### src/rtl/muldiv_sequencer.sv
// Iterative RV32M multiply/divide unit: 32-step shift-add multiply or restoring divide with pipeline stall.
// Optional MULDIV_EARLY_OUT_EN: divide-by-zero, signed overflow and zero-operand multiplies finish in one cycle.
module muldiv_sequencer #(
  parameter int XLEN = 32
) (
  input  logic            clk,
  input  logic            reset_n,
  input  logic            StartE,
  input  logic [2:0]      funct3E,
  input  logic [XLEN-1:0] SrcAE,
  input  logic [XLEN-1:0] SrcBE,
  input  logic            FlushE,
  output logic            StallMDE,
  output logic            DoneE,
  output logic [XLEN-1:0] ResultMDE
);

  localparam int CntW = $clog2(XLEN) + 1;

  typedef enum logic [1:0] {IDLE, MUL, DIV, DONE} stateT;
  stateT state, nextState;

  logic [CntW-1:0]   count;
  logic [2:0]        opReg;
  logic              negRes, divZero;
  logic [XLEN-1:0]   opB;
  logic [2*XLEN-1:0] acc, accNext;
  logic              start, lastIter, earlyOut;
  logic              aSigned, bSigned, negStart;
  logic [XLEN-1:0]   aMag, bMag, addend;
  logic [XLEN:0]     mulSum, divShift, divDiff;

  function automatic logic [XLEN-1:0] magnitude(input logic signed [XLEN-1:0] v, input logic isSigned);
    return (isSigned && v[XLEN-1]) ? -v : v;
  endfunction

  // acc holds {high, low} product for multiplies and {remainder, quotient} for divides
  function automatic logic [XLEN-1:0] finalize(input logic [2:0] op, input logic [2*XLEN-1:0] raw,
                                               input logic neg, input logic zeroDiv);
    logic [2*XLEN-1:0] prod;
    logic [XLEN-1:0]   quo, rem;
    prod = neg ? -raw : raw;
    quo  = neg ? -raw[XLEN-1:0] : raw[XLEN-1:0];
    rem  = neg ? -raw[2*XLEN-1:XLEN] : raw[2*XLEN-1:XLEN];
    case (op)
      3'b000:         return prod[XLEN-1:0];
      3'b100, 3'b101: return zeroDiv ? '1 : quo;
      3'b110, 3'b111: return rem;
      default:        return prod[2*XLEN-1:XLEN];
    endcase
  endfunction

  function automatic logic [XLEN-1:0] shortcut(input logic [2:0] op, input logic [XLEN-1:0] a,
                                               input logic [XLEN-1:0] b);
    if (!op[2]) return '0;
    if (b == '0) return op[1] ? a : '1;
    return op[1] ? '0 : {1'b1, {(XLEN-1){1'b0}}};
  endfunction

  assign start    = (state == IDLE) && StartE && !FlushE;
  assign lastIter = (count == CntW'(XLEN - 1));

  always_comb begin
    aSigned  = 1'b0;
    bSigned  = 1'b0;
    negStart = 1'b0;
    case (funct3E)
      3'b001, 3'b100: begin
        aSigned  = 1'b1;
        bSigned  = 1'b1;
        negStart = SrcAE[XLEN-1] ^ SrcBE[XLEN-1];
      end
      3'b010: begin
        aSigned  = 1'b1;
        negStart = SrcAE[XLEN-1];
      end
      3'b110: begin
        aSigned  = 1'b1;
        bSigned  = 1'b1;
        negStart = SrcAE[XLEN-1];
      end
      default: ;
    endcase
  end

  assign aMag = magnitude(SrcAE, aSigned);
  assign bMag = magnitude(SrcBE, bSigned);

`ifdef MULDIV_EARLY_OUT_EN
  assign earlyOut = funct3E[2]
      ? ((SrcBE == '0) || (!funct3E[0] && SrcAE == {1'b1, {(XLEN-1){1'b0}}} && SrcBE == '1))
      : ((SrcAE == '0) || (SrcBE == '0));
`else
  assign earlyOut = 1'b0;
`endif

  always_comb begin
    addend   = acc[0] ? opB : '0;
    mulSum   = {1'b0, acc[2*XLEN-1:XLEN]} + {1'b0, addend};
    divShift = {acc[2*XLEN-1:XLEN], acc[XLEN-1]};
    divDiff  = divShift - {1'b0, opB};
    if (state == MUL)
      accNext = {mulSum, acc[XLEN-1:1]};
    else if (divShift >= {1'b0, opB})
      accNext = {divDiff[XLEN-1:0], acc[XLEN-2:0], 1'b1};
    else
      accNext = {divShift[XLEN-1:0], acc[XLEN-2:0], 1'b0};
  end

  always_ff @(posedge clk or negedge reset_n) begin
    if (!reset_n) state <= IDLE;
    else          state <= nextState;
  end

  always_comb begin
    nextState = state;
    case (state)
      IDLE:     if (start) nextState = earlyOut ? DONE : (funct3E[2] ? DIV : MUL);
      MUL, DIV: if (FlushE) nextState = IDLE;
                else if (lastIter) nextState = DONE;
      DONE:     nextState = IDLE;
      default:  nextState = IDLE;
    endcase
  end

  always_comb begin
    StallMDE = 1'b0;
    DoneE    = 1'b0;
    case (state)
      IDLE:     StallMDE = start;
      MUL, DIV: StallMDE = !FlushE;
      DONE:     DoneE    = !FlushE;
      default:  ;
    endcase
  end

  // Result is written only on the final iteration (or at start for early-out) and otherwise held
  always_ff @(posedge clk or negedge reset_n) begin
    if (!reset_n) begin
      count     <= '0;
      opReg     <= '0;
      negRes    <= 1'b0;
      divZero   <= 1'b0;
      opB       <= '0;
      acc       <= '0;
      ResultMDE <= '0;
    end else if (start) begin
      count   <= '0;
      opReg   <= funct3E;
      negRes  <= negStart;
      divZero <= (SrcBE == '0);
      opB     <= bMag;
      acc     <= {{XLEN{1'b0}}, aMag};
      if (earlyOut) ResultMDE <= shortcut(funct3E, SrcAE, SrcBE);
    end else if ((state == MUL || state == DIV) && !FlushE) begin
      count <= count + CntW'(1);
      acc   <= accNext;
      if (lastIter) ResultMDE <= finalize(opReg, accNext, negRes, divZero);
    end
  end

endmodule

### config.mk
export PLATFORM = sky130hd
export DESIGN_NAME = muldiv_sequencer
export DESIGN_NICKNAME = d
export VERILOG_FILES = /design/src/rtl/muldiv_sequencer.sv
export SDC_FILE = /design/constraint.sdc
export NUM_CORES = 1
export LEC_CHECK = 0
export BUFFER_PORTS_ARGS = -buffer_cell sky130_fd_sc_hd__buf_2
export CAP_MARGIN = 20
export CELL_PAD_IN_SITES_DETAIL_PLACEMENT = 1
export CELL_PAD_IN_SITES_GLOBAL_PLACEMENT = 1
export CORE_ASPECT_RATIO = 1.75
export CORE_UTILIZATION = 38
export DETAILED_ROUTE_END_ITERATION = 16
export GPL_ROUTABILITY_DRIVEN = 0
export GPL_TIMING_DRIVEN = 0
export PLACE_DENSITY = 0.76
export SLEW_MARGIN = 10
export SYNTH_ARGS = -nofsm -noshare
export SYNTH_HDL_FRONTEND = slang
export SYNTH_SLANG_ARGS = --single-unit
export TNS_END_PERCENT = 30
### constraint.sdc
create_clock -name clk -period 4.4 [get_ports clk]
set_clock_uncertainty 0.05 [all_clocks]
set_input_delay 0 -clock clk [delete_from_list [all_inputs] [get_ports clk]]
set_output_delay 0 -clock clk [all_outputs]
set_load 0.02 [all_outputs]
==> metrics.md, run 1 <==
| Metric | Value |
|---|---|
| Outcome | did not finish |
| Fail Step | global routing (5_1_grt) |
| Error | [ERROR GRT-0232] Routing congestion too high. Check the congestion heatmap in the GUI. |
| Syn nets | 2121 |
| Post-synth EDFFs | 0 |
| Synth top area share | 0.237 |
| Mean area per synthesized cell | 7.52 um^2 |
| Root buf cell | clkbuf_16 |
| Clk sinks | between 100 and 150 |
| Most frequent cell after synthesis | nand2_1 |
| Number of cell rows | 95 |
| Yosys reg bits | about 140 |
| Worst endpoint, post-GRT repair | ResultMDE[28]$_DFFE_PN0P_/D |
| Dpl hpwl | between 50000 and 60000 um |
| Cell area after synthesis | 14900 um^2 |
| GRT Total Usage | 0.480 |
| IO buf count | slightly above 100 |
| Yosys warning count | 0 |
| Largest net degree at the start of global routing | ~110 |
| Post-Syn Instances | around 2000 |
| Top post-synthesis cells by count | 274 x nand2_1, 220 x o21ai_0, 141 x dfrtp_1 |
| Initial core utilization | 0.386 |
| Post-synth ARST share | 1.00 |
| H-tree depth | 4 |
| Die X | 151 um |
| Die Y | 264 um |
| Clock Path Buffers | 2 |
| Dpl cells | 2566 |
| Grt ovf | 12 |
| Synth top area cells | dfrtp_1 24%, o21ai_0 7.4%, nand2_1 6.9% |
| Top Ports | 105 |
| Worst EP Category | register input |
| Dominant cell type by area after synthesis | dfrtp_1 |
| Yosys cell types | 107 |
| Seq/Total Area, Yosys | 0.237 |
| CTS Buf Count | 17 |
| Most common flop cell mapped by yosys | dfrtp_1 |
[per-layer routing]
metal / overflow / GRT usage
met5: 0 / 0.00641
met4: 6 / 0.494
met3: 0 / 0.198
met1: 0 / 0.456
met2: 6 / 0.746
[per-stage QoR]
step	hold WS [ps]	area (um^2)	TNS (ps)	setup slack (ps)
after CTS	17.0	19200	-235	-75.1
after floorplan	-346	14900	-1.12	-1.12
after detailed placement	-154	16100	-68560	-2030
after global placement	187	16000	-67760	-1990
[cell families after synthesis]
kind of cell,after synthesis,synth area share
AND/OR/NAND/NOR,710,0.231
AO/OA/AOI/OAI,676,0.299
buffers and inverters,183,0.0516
XOR/XNOR,149,0.0878
flip-flops,141,0.237
adder cells (fa/ha/maj),74,0.0633
multiplexers,43,0.0296
[what timing repair did]
action	CTS
setup endpoints to repair	64
buffers inserted	88
gates resized for setup	250
hold buffers	85
hold endpoints to repair	212
pin swaps	76
==> run 2: changes to the inputs <==
--- a/config.mk
+++ b/config.mk
@@ -7,14 +7,11 @@
 export LEC_CHECK = 0
 export BUFFER_PORTS_ARGS = -buffer_cell sky130_fd_sc_hd__buf_2
 export CAP_MARGIN = 20
-export CELL_PAD_IN_SITES_DETAIL_PLACEMENT = 1
-export CELL_PAD_IN_SITES_GLOBAL_PLACEMENT = 1
-export CORE_ASPECT_RATIO = 1.75
-export CORE_UTILIZATION = 38
+export CORE_UTILIZATION = 23
 export DETAILED_ROUTE_END_ITERATION = 16
 export GPL_ROUTABILITY_DRIVEN = 0
 export GPL_TIMING_DRIVEN = 0
-export PLACE_DENSITY = 0.76
+export PLACE_DENSITY_LB_ADDON = 0.15
 export SLEW_MARGIN = 10
 export SYNTH_ARGS = -nofsm -noshare
 export SYNTH_HDL_FRONTEND = slang
==> constraint.sdc (replaced) <==
create_clock -name clk -period 5.7 [get_ports clk]
set_clock_uncertainty 0.05 [all_clocks]
set_input_delay 0 -clock clk [delete_from_list [all_inputs] [get_ports clk]]
set_output_delay 0 -clock clk [all_outputs]
set_load 0.02 [all_outputs]
==> metrics.md, run 2 <==
| Metric | Value |
|---|---|
| Yosys warning count | 0 (unchanged) |
| Reg with most FFs | acc |
| Core Box Area | 63400 um^2 |
| Hold WS | approximately 3.1 ps |
| Top post-synthesis cells by count | 274 x nand2_1, 220 x o21ai_0, 141 x dfrtp_1 |
| DIE AREA | around 66000 um^2 |
| Clock-pin transition on the worst setup and hold timing paths | about 70 ps |
| Routed length per placed instance | 22.1 um |
| # Max-Cap Violations | 0 |
| Syn nets | 2121 (unchanged) |
| Critical Path RT | 6030 ps |
| Die X | 256 um (+69%) |
| Number of cell rows | 92 (-3.2%) |
| Final TNS setup | 0 ps |
| Synth top area share | 0.237 (unchanged) |
| Most common flop cell mapped by yosys | dfrtp_1 |
| Vias in the first global route | 15600 |
| TritonCTS clock tree | yes |
| Biggest regs | acc (64), ResultMDE (32), opB (32) |
| Fin. Hold Viols | 0 |
| Finished Cell Area | between 15000 and 20000 um^2 |
| WS Path Type | reg2reg |
| Die Y | 256 um (-2.8%) |
| FMAX | 184 MHz |
| Initial antenna violation count | 1 |
| Max_slew headroom | 0.221 |
| Largest net degree at the start of global routing | 80 |
| Leak Pwr | 7.40 nW |
| Clock Path Buffers | 2 (unchanged) |
| Root buf cell | clkbuf_16 |
| DRC viols | 0 |
| DR iter-0 viols | 1416 |
| Vias | 16200 |
| Dominant cell type by area after synthesis | dfrtp_1 |
| Most frequent cell after synthesis | nand2_1 |
| Grt ovf | 0 |
| Area Growth Syn to Fin | 22.3% |
| Clk_lat worst skew | 500 ps |
| CP Max Fanout | 10 |
| Commonest non-fill, non-tap cell in the layout | nand2_1 |
| Initial core utilization | 0.234 (-0.152) |
| Setup violators final | 0 |
| Share of post-route cells with drive strength above 1 | 0.112 |
| GRT Total Usage | 0.205 |
| Max reg flops | 64 |
| Yosys reg bits | 141 (unchanged) |
| Dpl hpwl | 54900 um (-4.7%) |
| Data arrival, critical path | 5760 ps |
| Leading cell types in the layout, fill and taps excluded | 273 x nand2_1, 219 x o21ai_0, 140 x dfrtp_1 |
| Via density | 5.27 |
| FILL cells | 6959 |
| First-pass GRT wire length | 101000 um |
| Post-synth EDFFs | 0 (unchanged) |
| Launching element type of the critical path | register |
| Routed Antenna Nets | 0 |
| CTS Buf Count | 17 (unchanged) |
| Final Cycle Share | 0.953 |
| Post-synth ARST share | 1.00 (unchanged) |
| Cell area after synthesis | 14900 um^2 (unchanged) |
| Pwr Density | 642 nW/um^2 |
| Final Max Tran Viols | 0 |
| Power consumption | 0.0117 W |
| Post-Syn Instances | 1976 (unchanged) |
| Worst vdd ir | about 0.00025 V |
| Kind of end point of the critical path | register |
| Measured slew at the worst slew-check pin | 1170 ps |
| Clk sinks | 141 (unchanged) |
| Outcome | completed |
| Nets@finish | ~2400 |
| 1st-pass router iterations | 7 |
| Fin crit period | about 5400 ps |
| Synth top area cells | dfrtp_1 24%, o21ai_0 7.4%, nand2_1 6.9% |
| H-tree depth | 4 (unchanged) |
| Seq/Total Area, Yosys | 0.237 (unchanged) |
| Yosys cell types | 107 (unchanged) |
| Top Ports | 105 (unchanged) |
| Min-delay worst type | in2async |
| Total wire length | 67600 um |
| Mean area per synthesized cell | 7.52 um^2 (unchanged) |
| Placement Cell Area | 16500 um^2 (+2.6%) |
| IO buf count | 103 (unchanged) |
run 2: cell counts after synthesis:
Identical to the previous run, type by type.
run 2: final timing paths:
check	from	end	slack (ps)	cells after the start
worst min-delay path	reset_n	ResultMDE[18]	3	2
min in group clk	FlushE	count[5]	70	5
worst max-delay path	acc[46]	ResultMDE[28]	270	18
max in group asynchronous	reset_n	ResultMDE[21]	4750	3
worst min register to register	ResultMDE[10]	ResultMDE[10]	430	2
worst max register to register	acc[46]	ResultMDE[28]	270	18
run 2: logic make-up (layout without fill, tap and decap cells):
| group | after synthesis | in the layout | synth area share |
|---|---|---|---|
| AOI/OAI and AO/OA | 676 | 676 | 0.299 |
| xor gates and xnor gates | 149 | 149 | 0.0878 |
| adders and majority gates | 74 | 74 | 0.0633 |
| buffers and inverters | 183 | 425 | 0.0516 |
| DFF | 141 | 141 | 0.237 |
| muxes | 43 | 43 | 0.0296 |
| other | 0 | 1 | 0 |
| and+or+nand+nor | 710 | 710 | 0.231 |
run 2: critical path, cell delays in order (launching register included):
cell     delay, ps
dfrtp_1        520
ha_1           290
buf_2          170
nand4_1        230
nor3_1         100
and3_1         210
o31a_1         330
buf_6          170
nor3_4         450
buf_6          250
mux2_2         370
mux2i_4        300
ha_1           340
and3b_1        290
nand3_1        200
or4_1          560
o21ai_1        150
nand2_1         70
a31o_1         230
run 2: layer usage:
metal,wire [um],part of all wire,GRT usage,vias up
met4,1840,0.027,0.0667,2
met1,30400,0.45,0.269,7853
met2,31700,0.47,0.337,498
met3,3620,0.053,0.0390,77
li1,-,-,-,7731
met5,11,0.00016,0,-
run 2: power by group:
| part | total (W) | internal (W) | switching, W |
|---|---|---|---|
| combinational | 0.00873 | 0.00288 | 0.00586 |
| sequential | 0.00179 | 0.00133 | 0.000456 |
| clock | 0.00114 | 0.000577 | 0.000562 |
| total | 0.0117 | 0.00479 | 0.00687 |
run 2: area by class of cell:
cell class	instances	area [um^2]	share of cell area
multi-input combinational	1652	10600	0.584
buffer	112	523	0.0288
clock inverter	15	149	0.00819
clock buffer	17	425	0.0234
antenna	1	2.50	0.000138
sequential	141	3530	0.194
inverter	70	263	0.0145
tap	846	1060	0.0582
timing repair buffer	211	1600	0.0883
run 2: metrics by stage:
step           utilization  setup slack (ps)  std cells
4_1_cts              0.285             -38.7       3057
3_3_place_gp         0.259              -843       2925
5_1_grt              0.287             -15.5       3064
2_1_floorplan            -              1070       1976
6_report             0.287               269       3065
3_5_place_dp         0.260              -871       2926
run 2: timing repair:
| action | 4_1_cts | 5_1_grt |
|---|---|---|
| gates cloned | 0 | 0 |
| resized for setup | 11 | 12 |
| pin swaps | 0 | 2 |
| setup buffers | 0 | 6 |
| hold buffers | 100 | 0 |
| hold endpoints to repair | 212 | 0 |
| setup endpoints to repair | 33 | 18 |
Power figures use the tool's default switching activity.
